--- config.mk ---
export PLATFORM = sky130hd
export DESIGN_NAME = sram_mem_controller
export DESIGN_NICKNAME = d
export VERILOG_FILES = /design/src/rtl/sram_mem_controller.sv
export SDC_FILE = /design/constraint.sdc
export NUM_CORES = 1
export LEC_CHECK = 0
export CAP_MARGIN = 20
export CORE_MARGIN = 3
export CORE_UTILIZATION = 33
export DETAILED_ROUTE_END_ITERATION = 16
export DONT_BUFFER_PORTS = 1
export HOLD_SLACK_MARGIN = 0.15
export PLACE_DENSITY_LB_ADDON = 0.08
export SLEW_MARGIN = 20
export SYNTH_ARGS = -nofsm -noshare
export SYNTH_HDL_FRONTEND = slang
export SYNTH_SLANG_ARGS = --single-unit
--- constraint.sdc ---
create_clock -name clk -period 5.2 [get_ports clk]
set_input_delay 0 -clock clk [delete_from_list [all_inputs] [get_ports clk]]
set_output_delay 0 -clock clk [all_outputs]
set_load 0.03 [all_outputs]
--- src/rtl/sram_mem_controller.sv ---
// sram_mem_controller
// Bridges 32-bit MEM-stage loads/stores to a 16-bit asynchronous SRAM by
// issuing two halfword phases (low half first, then high half). Each phase
// lasts ACCESS_CYCLES clocks. SRAM pins are registered so that they change
// cleanly on clock edges.
//
// Handshake: wr_en/rd_en are level requests that the MEM stage holds steady
// while ready=0. The ready output is 1 either when nothing is requested in
// IDLE, or in the single DONE cycle that ends an access. The pipeline treats
// the clock edge that ends DONE as the point where the access is accepted.
// Any request present in the IDLE cycle after DONE is a new access.
module sram_mem_controller #(
  parameter logic [31:0] BASE_ADDR     = 32'd1024,
  parameter int          ACCESS_CYCLES = 2,
  parameter int          SRAM_ADDR_W   = 18
) (
  input  logic                   clk,
  input  logic                   rst,
  input  logic                   wr_en,
  input  logic                   rd_en,
  input  logic [31:0]            address,
  input  logic [31:0]            write_data,
  output logic [31:0]            read_data,
  output logic                   ready,
  output logic [SRAM_ADDR_W-1:0] sram_addr,
  output logic [15:0]            sram_dq_out,
  output logic                   sram_dq_oe,
  input  logic [15:0]            sram_dq_in,
  output logic                   sram_we_n,
  output logic                   sram_oe_n,
  output logic [1:0]             o_dbg_state
);

  // Counter width is at least one bit, so ACCESS_CYCLES=2 still has a counter.
  localparam int CNT_W = (ACCESS_CYCLES > 2) ? $clog2(ACCESS_CYCLES) : 1;
  localparam logic [CNT_W-1:0] LAST_CNT = CNT_W'(ACCESS_CYCLES - 1);

  typedef enum logic [1:0] {
    S_IDLE = 2'd0,
    S_LO   = 2'd1,
    S_HI   = 2'd2,
    S_DONE = 2'd3
  } state_t;

  state_t                 r_state;
  logic [CNT_W-1:0]       r_cnt;
  logic [SRAM_ADDR_W-2:0] r_idx;
  logic [31:0]            r_wdata;
  logic                   r_is_wr;
  logic [31:0]            r_read_data;
  logic [SRAM_ADDR_W-1:0] r_sram_addr;
  logic [15:0]            r_dq_out;
  logic                   r_dq_oe;
  logic                   r_we_n;
  logic                   r_oe_n;

  logic                   w_req;
  logic [SRAM_ADDR_W:0]   w_offset;
  logic [SRAM_ADDR_W-2:0] w_idx;
  logic [CNT_W-1:0]       w_cnt_inc;
  logic                   w_last;
  logic                   w_next_we_n;
  logic                   w_unused_bits;

  // Word index relative to BASE_ADDR. Only the low bits of the 32-bit
  // difference are needed, and modular subtraction on those bits gives the
  // same result, so there is no range check.
  assign w_offset      = address[SRAM_ADDR_W:0] - BASE_ADDR[SRAM_ADDR_W:0];
  assign w_idx         = w_offset[SRAM_ADDR_W:2];
  assign w_unused_bits = ^{address[31:SRAM_ADDR_W+1], w_offset[1:0]};

  assign w_req     = wr_en | rd_en;
  assign w_cnt_inc = r_cnt + CNT_W'(1);
  assign w_last    = (r_cnt == LAST_CNT);
  // WE is released on the last cycle of a phase. This gives address/data
  // hold time after the WE rising edge.
  assign w_next_we_n = !r_is_wr || (w_cnt_inc == LAST_CNT);

  // Combinational ready, so a request stalls the pipeline in its first cycle.
  always_comb begin
    ready = ((r_state == S_IDLE) && !w_req) || (r_state == S_DONE);
  end

  // Sequencer: state, phase counter, latched request and registered SRAM pins.
  always_ff @(posedge clk) begin
    if (rst) begin
      r_state     <= S_IDLE;
      r_cnt       <= '0;
      r_idx       <= '0;
      r_wdata     <= '0;
      r_is_wr     <= 1'b0;
      r_read_data <= '0;
      r_sram_addr <= '0;
      r_dq_out    <= '0;
      r_dq_oe     <= 1'b0;
      r_we_n      <= 1'b1;
      r_oe_n      <= 1'b1;
    end else begin
      case (r_state)
        S_IDLE: begin
          if (w_req) begin
            // Write wins when both are high. Latch the request so later
            // input changes cannot disturb the access in progress.
            r_state     <= S_LO;
            r_cnt       <= '0;
            r_idx       <= w_idx;
            r_wdata     <= write_data;
            r_is_wr     <= wr_en;
            r_sram_addr <= {w_idx, 1'b0};
            r_dq_out    <= write_data[15:0];
            r_dq_oe     <= wr_en;
            r_we_n      <= !wr_en;
            r_oe_n      <= wr_en;
          end
        end
        S_LO: begin
          if (w_last) begin
            r_state     <= S_HI;
            r_cnt       <= '0;
            r_sram_addr <= {r_idx, 1'b1};
            r_dq_out    <= r_wdata[31:16];
            r_we_n      <= !r_is_wr;
            if (!r_is_wr) begin
              r_read_data[15:0] <= sram_dq_in;
            end
          end else begin
            r_cnt  <= w_cnt_inc;
            r_we_n <= w_next_we_n;
          end
        end
        S_HI: begin
          if (w_last) begin
            r_state <= S_DONE;
            r_cnt   <= '0;
            r_dq_oe <= 1'b0;
            r_we_n  <= 1'b1;
            r_oe_n  <= 1'b1;
            if (!r_is_wr) begin
              r_read_data[31:16] <= sram_dq_in;
            end
          end else begin
            r_cnt  <= w_cnt_inc;
            r_we_n <= w_next_we_n;
          end
        end
        S_DONE: begin
          r_state <= S_IDLE;
        end
        default: begin
          r_state <= S_IDLE;
        end
      endcase
    end
  end

  assign read_data   = r_read_data;
  assign sram_addr   = r_sram_addr;
  assign sram_dq_out = r_dq_out;
  assign sram_dq_oe  = r_dq_oe;
  assign sram_we_n   = r_we_n;
  assign sram_oe_n   = r_oe_n;
  assign o_dbg_state = r_state;

endmodule

==> results of run 1 <==
[registers in the layout, indices dropped and copies added, names as in the netlist]
register and flops:
o_dbg_state 2, r_cnt 1, r_idx 17, r_is_wr 1, r_wdata 16, read_data 32
sram_addr 18, sram_dq_oe 1, sram_dq_out 16, sram_oe_n 1, sram_we_n 1
[power by group]
part	internal, mW	switching [mW]	leakage, nW
combinational	0.399	0.598	1.04
sequential	1.02	0.425	0.870
clock	0.400	0.292	0.147
[per-layer routing]
layer / vias to the layer above / part of all wire, % / wire [um] / track usage [%]
met5: - / 0 / 0 / 0
met2: 85 / 48 / 5547 / 26.02
met1: 1679 / 45 / 5198 / 19.74
met4: 0 / 2.2 / 254 / 7.295
met3: 18 / 5.6 / 650 / 4.397
li1: 1872 / - / - / -
[cell families (layout without fill, tap and decap cells)]
kind of cell,Yosys count,count (layout),synth area share [%]
AO/OA/AOI/OAI,123,123,16.95
XOR/XNOR,6,6,1.215
buffers and inverters,45,114,4.513
adder cells (fa/ha/maj),7,7,2.025
AND/OR/NAND/NOR,194,194,18.80
multiplexers,32,32,7.434
flip-flops,106,106,49.06
[worst max-delay path, stage by stage, from the launching register on]
cell           delay (ps)
dfxtp_1               610
inv_1                 180
ha_1                  350
nor3b_4               230
nor2_4                750
buf_4                 390
nor2_1                 70
a211oi_1              190
dlygate4sd3_1         560
[worst paths after layout]
| path | end | slack [ps] | start |
|---|---|---|---|
| worst max-delay path | sram_addr[4]$_SDFFE_PP0P_ | 1800 | o_dbg_state[0]$_SDFFE_PP0P_ |
| worst min-delay path | sram_addr[16]$_SDFFE_PP0P_ | 170 | address[13] |
| worst max register to register | sram_addr[4]$_SDFFE_PP0P_ | 1800 | o_dbg_state[0]$_SDFFE_PP0P_ |
| worst min register to register | r_wdata[17]$_SDFFE_PP0P_ | 460 | r_wdata[17]$_SDFFE_PP0P_ |
[timing repair]
item                                    CTS  global route
hold endpoints to repair                106             0
setup buffers                             0             0
hold buffers                             87             0
endpoints found under the setup margin    0             0
[metrics by stage]
step	hold slack, ps	power (mW)	util, %
floorplan	95.63	2.184	-
global placement	80.27	2.365	34.69
detailed placement	83.26	2.383	34.69
CTS	152.8	3.182	44.02
global route	188.9	3.346	44.02
finish	167.6	3.137	44.02
[area by class of cell]
type	count	area, um2
fill	1298	7122
sequential	106	2122
multi-input combinational	362	2019
timing repair buffer	91	918.4
clock buffer	14	264.0
tap	172	215.2
clock inverter	2	35.03
inverter	7	26.28
[placed cells by master (no fill, tap or decap), types with 2 or more instances in the layout]
cell,netlist,routed
nor2_1,43,43
nand3_1,3,3
inv_1,7,7
o211ai_1,3,3
nand2b_1,3,3
a211oi_1,29,29
nand2_1,131,131
and2_1,2,2
o21ai_0,15,14
clkbuf_16,0,9
dlygate4sd3_1,0,86
xnor2_1,3,3
clkbuf_8,0,2
o221ai_1,2,2
xor2_1,3,3
dfxtp_1,106,106
ha_1,7,6
nand4_1,3,3
mux2i_1,31,31
a21oi_1,67,67
buf_4,1,4
clkbuf_1,17,3
==> results by group, run 1 <==
Run status
  – Status: completed

STA
  – Pins Over Slew Limit: 0
  – Post-route worst setup slack: 1796 ps
  – Unrepaired setup endpoints after global routing: false
  – Min cycle time layout: 3404 ps
  – Final hold vios: 0
  – Fmax: 293.8 MHz
  – Period utilisation layout: 65.46%
  – Worst Skew: 4.858 ps
  – TNS Setup: 0 ps
  – Endpoints failing setup: 0
  – Max-slew headroom: 37.57%
  – Worst-Margin Slew: 934.2 ps

Yosys
  – Post-synth ARST share: 0%
  – Number of enable flip-flop cells after synthesis: 0
  – Netlist Area Pre-Place: 0.004325 mm2
  – Sequential area share after synthesis: 49.06%
  – Synth Flop Type: dfxtp_1
  – Synthesized instance count: 513
  – Yosys top cell area share: 49.06%
  – Register bit count reported by yosys: 106
  – Synth cell types: 39
  – Post-synth top cells: nand2_1, dfxtp_1, a21oi_1
  – Yosys warning count: 0
  – Most frequent cell after synthesis: nand2_1
  – Area leader, netlist: dfxtp_1
  – Synth top area cells: dfxtp_1, nand2_1, a21oi_1
  – Synth Net Count: 604
  – Syn Area/Cell: 8.432 um2

Setup path
  – Reg2Reg Depth: 8
  – Critical-path maximum fanout: 38
  – Critical path class: flip-flop to flip-flop
  – Critical path capture point type: flip-flop
  – Worst path required time: 5490 ps
  – Critical Path AT: 3700 ps
  – Crit start category: flip-flop

Clock network
  – H-tree Lvls: 3
  – Clock sinks: 106
  – CTS root buf: clkbuf_16
  – Clock latency on the worst-skew pair: 350 ps
  – CTS tree: yes
  – Clock slew at reported path FFs: 70 ps
  – Num CTS Buffers: 9
  – Max Root-Sink Buffers: 2
  – Resized Gates After CTS: 0

Finish
  – Final instance area: 0.005600 mm2
  – Finished Layout Cells: 754
  – Nets: 668
  – Fraction of layout instances using a drive strength above 1: 4.811%
  – Antenna cell count: 0
  – Area Overhead vs Synth: 29.48%

GRT
  – Initial antenna violation count: 0
  – Total gr overflow: 0
  – First-pass GRT wire length: 18500 um
  – All-Layer GR Usage: 16.00%
  – Number of global-route vias before repair: 3621
  – Largest net degree at the start of global routing: 99

Route
  – Final wirelength: 11650 um
  – DRC viols: 0
  – Detail Route Antenna Nets: 0
  – Via density: 4.846
  – Routed length per placed instance: 15.45 um
  – Vias: 3654
  – First-pass DRT Iterations: 4
  – 1st-iter DRT viols: 191

Die
  – # IOs: 156
  – Die Ht: 120.5 um
  – Die area: 0.01452 mm2
  – Core Box Area: 0.01272 mm2
  – Number of core rows: 41
  – Starting Density: 34.00%
  – Die width: 120.5 um

Power and ir drop
  – VDD IR max: 0.0002352 V
  – Leak: 2.057 nW
  – Pwr per Cell Area: 560.1 mW/mm2

Place
  – IO Port Bufs: 0
  – Placement Setup Slack: 2332 ps
  – Area after DPL: 0.004413 mm2
  – Dpl cells: 651
  – GPL Wtd Cong: 0.7236
  – Hpwl dp: 7063 um

Hold path
  – Number of cells on the worst hold path: 4
  – Class of the worst hold path: input pin to flip-flop

Run
  – Max-cap violations: 0
No activity file was read; power rests on OpenSTA's default activity.
==> inputs of run 2 (changes only) <==
Clock period 5.2 ns to 3.1 ns, I/O delays scaled along.
==> results by group, run 2 (synthesis results as in run 1) <==
Die
  – Die width: 120.5 um
  – Starting Density: 34.00%
  – Core Box Area: 0.01272 mm2
  – Number of core rows: 41
  – Die Ht: 120.5 um
  – # IOs: 156
  – Die area: 0.01452 mm2

Hold path
  – Class of the worst hold path: input pin to flip-flop

Finish
  – Nets: 670
  – Fraction of layout instances using a drive strength above 1: 4.974%
  – Final instance area: 0.005618 mm2
  – Most frequent cells in the layout: nand2_1, dfxtp_1, dlygate4sd3_1, a21oi_1, nor2_1
  – Max reg flops: 32
  – Most common cell after layout, fill and taps aside: nand2_1
  – Area Overhead vs Synth: 29.88%
  – Antenna cell count: 0

Setup path
  – Critical-path maximum fanout: 21
  – Critical path capture point type: flip-flop
  – Worst path required time: 3390 ps
  – Crit start category: flip-flop
  – Critical path class: flip-flop to flip-flop
  – Critical Path AT: 2950 ps

STA
  – Worst Skew: 4.829 ps
  – Fmax: 376.9 MHz
  – Final hold vios: 0
  – TNS Setup: 0 ps
  – Post-route worst setup slack: 446.8 ps
  – Min cycle time layout: 2653 ps
  – Min Hold Slack: 246.3 ps
  – Period utilisation layout: 85.59%
  – Endpoints failing setup: 0
  – Max-slew headroom: 55.06%
  – Pins Over Slew Limit: 0
  – Unrepaired setup endpoints after global routing: false
  – Worst-Margin Slew: 674.1 ps

Route
  – Final wirelength: 11700 um
  – Vias: 3669
  – Routed length per placed instance: 15.50 um
  – 1st-iter DRT viols: 195
  – DRC viols: 0
  – Via density: 4.860
  – Detail Route Antenna Nets: 0
  – First-pass DRT Iterations: 4

GRT
  – Initial antenna violation count: 0
  – Total gr overflow: 0
  – All-Layer GR Usage: 16.00%
  – Number of global-route vias before repair: 3615
  – First-pass GRT wire length: 18560 um
  – Largest net degree at the start of global routing: 99

Clock network
  – Clock sinks: 106
  – CTS root buf: clkbuf_16
  – CTS tree: yes
  – Clock latency on the worst-skew pair: 340 ps
  – Resized Gates After CTS: 0
  – Max Root-Sink Buffers: 2
  – H-tree Lvls: 3
  – Clock slew at reported path FFs: 70 ps
  – Num CTS Buffers: 9

Power and ir drop
  – Clock Power Share: 21.4%
  – Sw Share: 41.95%
  – Leak: 2.073 nW
  – Logic pwr share: 32.4%
  – Pwr per Cell Area: 936.5 mW/mm2
  – Int Power: 3.054 mW
  – NetSw: 2.207 mW
  – Flop pwr share: 46.2%
  – VDD IR max: 0.0004191 V

Place
  – Hpwl dp: 7069 um
  – Area after DPL: 0.004433 mm2
  – GPL Wtd Cong: 0.7077
  – IO Port Bufs: 0
  – Placement Setup Slack: 841.6 ps

Run status
  – Status: completed

Run
  – Max-cap violations: 0
==> run 2: cell count changes in the layout (fill, tap and decap cells not counted) <==
cell / before / now
buf_12: 0 / 1
clkbuf_1: 3 / 2
clkbuf_8: 2 / 1
clkinv_2: 1 / 2
dlygate4sd3_1: 86 / 87
==> run 2: path summary, 6_finish.rpt <==
path | from | to | slack (ps) | cells after the start
setup reg to reg | o_dbg_state[0]$_SDFFE_PP0P_ | read_data[10]$_SDFFE_PP0P_ | 450 | 5
setup / recovery | o_dbg_state[0]$_SDFFE_PP0P_ | read_data[10]$_SDFFE_PP0P_ | 450 | 5
hold / removal | wr_en | sram_dq_out[0]$_SDFFE_PP0P_ | 250 | 4
hold reg to reg | r_idx[11]$_SDFFE_PP0P_ | r_idx[11]$_SDFFE_PP0P_ | 450 | 2
==> run 2: final cells by class <==
class                      instances  area, um2
clock inverter                     3      40.04
timing repair buffer              93      948.4
sequential                       106       2122
multi-input combinational        362       2019
inverter                           7      26.28
fill                            1314       7104
clock buffer                      12      246.5
tap                              172      215.2
==> run 2: worst max-delay path: stages, from the launching register on <==
cell,delay [ps]
dfxtp_1,610
ha_2,550
and2_1,620
nand2_1,130
a21oi_1,140
dlygate4sd3_1,550
==> run 2: through the flow <==
| stage | util, % | instances | total power [mW] |
|---|---|---|---|
| finish | 44.16 | 755 | 5.261 |
| global route | 44.16 | 755 | 5.633 |
| CTS | 44.16 | 755 | 5.345 |
| detailed placement | 34.84 | 652 | 4.032 |
| global placement | 34.84 | 652 | 4.005 |
| floorplan | - | 513 | 3.664 |
==> run 2: routing by layer <==
metal	part of all wire, %	GRT usage [%]	vias to the layer above
met3	5.7	4.022	15
met2	47	25.29	78
met5	0	0	-
met1	44	20.46	1705
li1	-	-	1871
met4	2.5	7.649	0
==> run 2: power groups by stage <==
stage | logic, mW | registers (mW) | clock network (mW)
floorplan | 1.29 | 2.38 | 0
global placement | 1.54 | 2.46 | 0
detailed placement | 1.56 | 2.47 | 0
CTS | 1.72 | 2.44 | 1.18
global route | 1.94 | 2.47 | 1.22
finish | 1.70 | 2.43 | 1.13
==> run 2: timing repair <==
item / CTS / global route
hold buffers: 88 / 0
setup buffers: 0 / 0
hold endpoints to repair: 106 / 0
==> inputs of run 3 (changes only) <==
Settings changed: CTS_CLUSTER_SIZE from default to 24, PLACE_DENSITY from default to 0.47, PLACE_DENSITY_LB_ADDON 0.08 to default.
==> results by group, run 3 (synthesis results as in run 1) <==
Place
  – Dpl cells: 654
  – GPL Wtd Cong: 0.7320
  – IO Port Bufs: 0
  – Hpwl dp: 7359 um

Route
  – 1st-iter DRT viols: 259
  – Final wirelength: 11200 um
  – Detail Route Antenna Nets: 0
  – Vias: 3644
  – First-pass DRT Iterations: 4
  – Routed length per placed instance: 14.90 um
  – Via density: 4.846
  – DRC viols: 0

Setup path
  – Critical path class: flip-flop to flip-flop
  – Critical path capture point type: flip-flop
  – Critical-path maximum fanout: 8
  – Worst setup path startpoint: o_dbg_state[1]$_SDFFE_PP0P_
  – Worst r2r src: o_dbg_state[1]$_SDFFE_PP0P_
  – Worst path required time: 3340 ps
  – Critical Path AT: 3140 ps
  – Crit start category: flip-flop

STA
  – TNS Setup: 0 ps
  – Max-slew headroom: 48.68%
  – Endpoints failing setup: 0
  – Final hold vios: 0
  – Fmax: 344.8 MHz
  – Worst Skew: 10.57 ps
  – Pins Over Slew Limit: 0
  – Min cycle time layout: 2900 ps
  – Period utilisation layout: 93.55%
  – Worst-Margin Slew: 769.8 ps
  – Unrepaired setup endpoints after global routing: false

Power and ir drop
  – Leak: 2.084 nW
  – VDD IR max: 0.0004380 V
  – Pwr per Cell Area: 970.9 mW/mm2

Die
  – Die Ht: 120.5 um
  – Die width: 120.5 um
  – # IOs: 156
  – Starting Density: 34.00%
  – Core Box Area: 0.01272 mm2
  – Number of core rows: 41
  – Die area: 0.01452 mm2

Clock network
  – Num CTS Buffers: 9
  – CTS root buf: clkbuf_16
  – H-tree Lvls: 3
  – CTS tree: yes
  – Clock sinks: 106
  – Post-CTS setup buffers: 0
  – Clock slew at reported path FFs: 70 ps
  – Max Root-Sink Buffers: 2
  – Clock latency on the worst-skew pair: 350 ps

Finish
  – Layout fillers: 1303
  – Nets: 666
  – Area Overhead vs Synth: 30.43%
  – Antenna cell count: 0
  – Most frequent cells in the layout: nand2_1, dfxtp_1, dlygate4sd3_1, a21oi_1, nor2_1
  – Fraction of layout instances using a drive strength above 1: 6.034%
  – Max reg flops: 32
  – Fin util: 44.35%
  – Most common cell after layout, fill and taps aside: nand2_1
  – Finished Layout Cells: 752

Hold path
  – Class of the worst hold path: input pin to flip-flop
  – Hold path start: rd_en

GRT
  – Largest net degree at the start of global routing: 99
  – Number of global-route vias before repair: 3546
  – First-pass GRT wire length: 17990 um
  – All-Layer GR Usage: 15.49%
  – Total gr overflow: 0
  – Initial antenna violation count: 0

Run
  – Max-cap violations: 0

Run status
  – Status: completed
run 3: cell count changes in the layout (fill, tap and decap cells not counted), sizes merged:
cell         before  now
clkbuf           12   11
buf               6    8
bufinv            1    3
dlygate4sd3      87   81
run 3: path summary, 6_finish.rpt:
| check | slack [ps] | depth (start not counted) | end |
|---|---|---|---|
| max | 200 | 7 | sram_addr[0]$_SDFFE_PP0P_ |
| min | 330 | 3 | r_idx[11]$_SDFFE_PP0P_ |
| max reg2reg | 200 | 7 | sram_addr[0]$_SDFFE_PP0P_ |
| min reg2reg | 450 | 2 | r_idx[11]$_SDFFE_PP0P_ |
run 3: metal layers:
layer,vias to the layer above,global-route usage (%),share of wire (%)
li1,1864,-,-
met1,1675,19.22,44
met2,94,25.08,48
met3,11,5.379,6.6
met4,0,5.312,1.6
met5,-,0,0
run 3: area by class of cell:
class / instances / area (um2) / area share (%)
clock inverter: 5 / 100.1 / 1.774
sequential: 106 / 2122 / 37.61
inverter: 7 / 26.28 / 0.4657
timing repair buffer: 89 / 903.4 / 16.01
clock buffer: 11 / 252.7 / 4.480
multi-input combinational: 362 / 2022 / 35.84
tap: 172 / 215.2 / 3.815
run 3: worst max-delay path, cell delays in order (launching register included):
cell           delay [ps]
dfxtp_1               470
inv_1                 190
ha_2                  290
or3b_2                500
dlygate4sd3_1         620
nand3_1               100
a21oi_1                60
dlygate4sd3_1         560
run 3: repair_timing:
| action | CTS | global route |
|---|---|---|
| endpoints found under the hold margin | 106 | 0 |
| resized for setup | 0 | 1 |
| setup endpoints to repair | 0 | 1 |
| hold buffers | 82 | 0 |
run 3: stage by stage:
stage          instance area (um2)  worst slack [ps]  total power, mW  hold slack [ps]
6_report                      5642             200.0            5.478            333.7
3_5_place_dp                  4448             768.5            4.056            80.00
2_1_floorplan                 4325              1130            3.664            95.63
3_3_place_gp                  4448             830.0            4.021            77.91
4_1_cts                       5639             147.6            5.553            312.4
5_1_grt                       5642             57.49            5.853            340.4
run 3: report_power, final:
part,switching [mW],internal (mW)
clock network,0.490,0.831
registers,0.711,1.72
logic,1.00,0.726
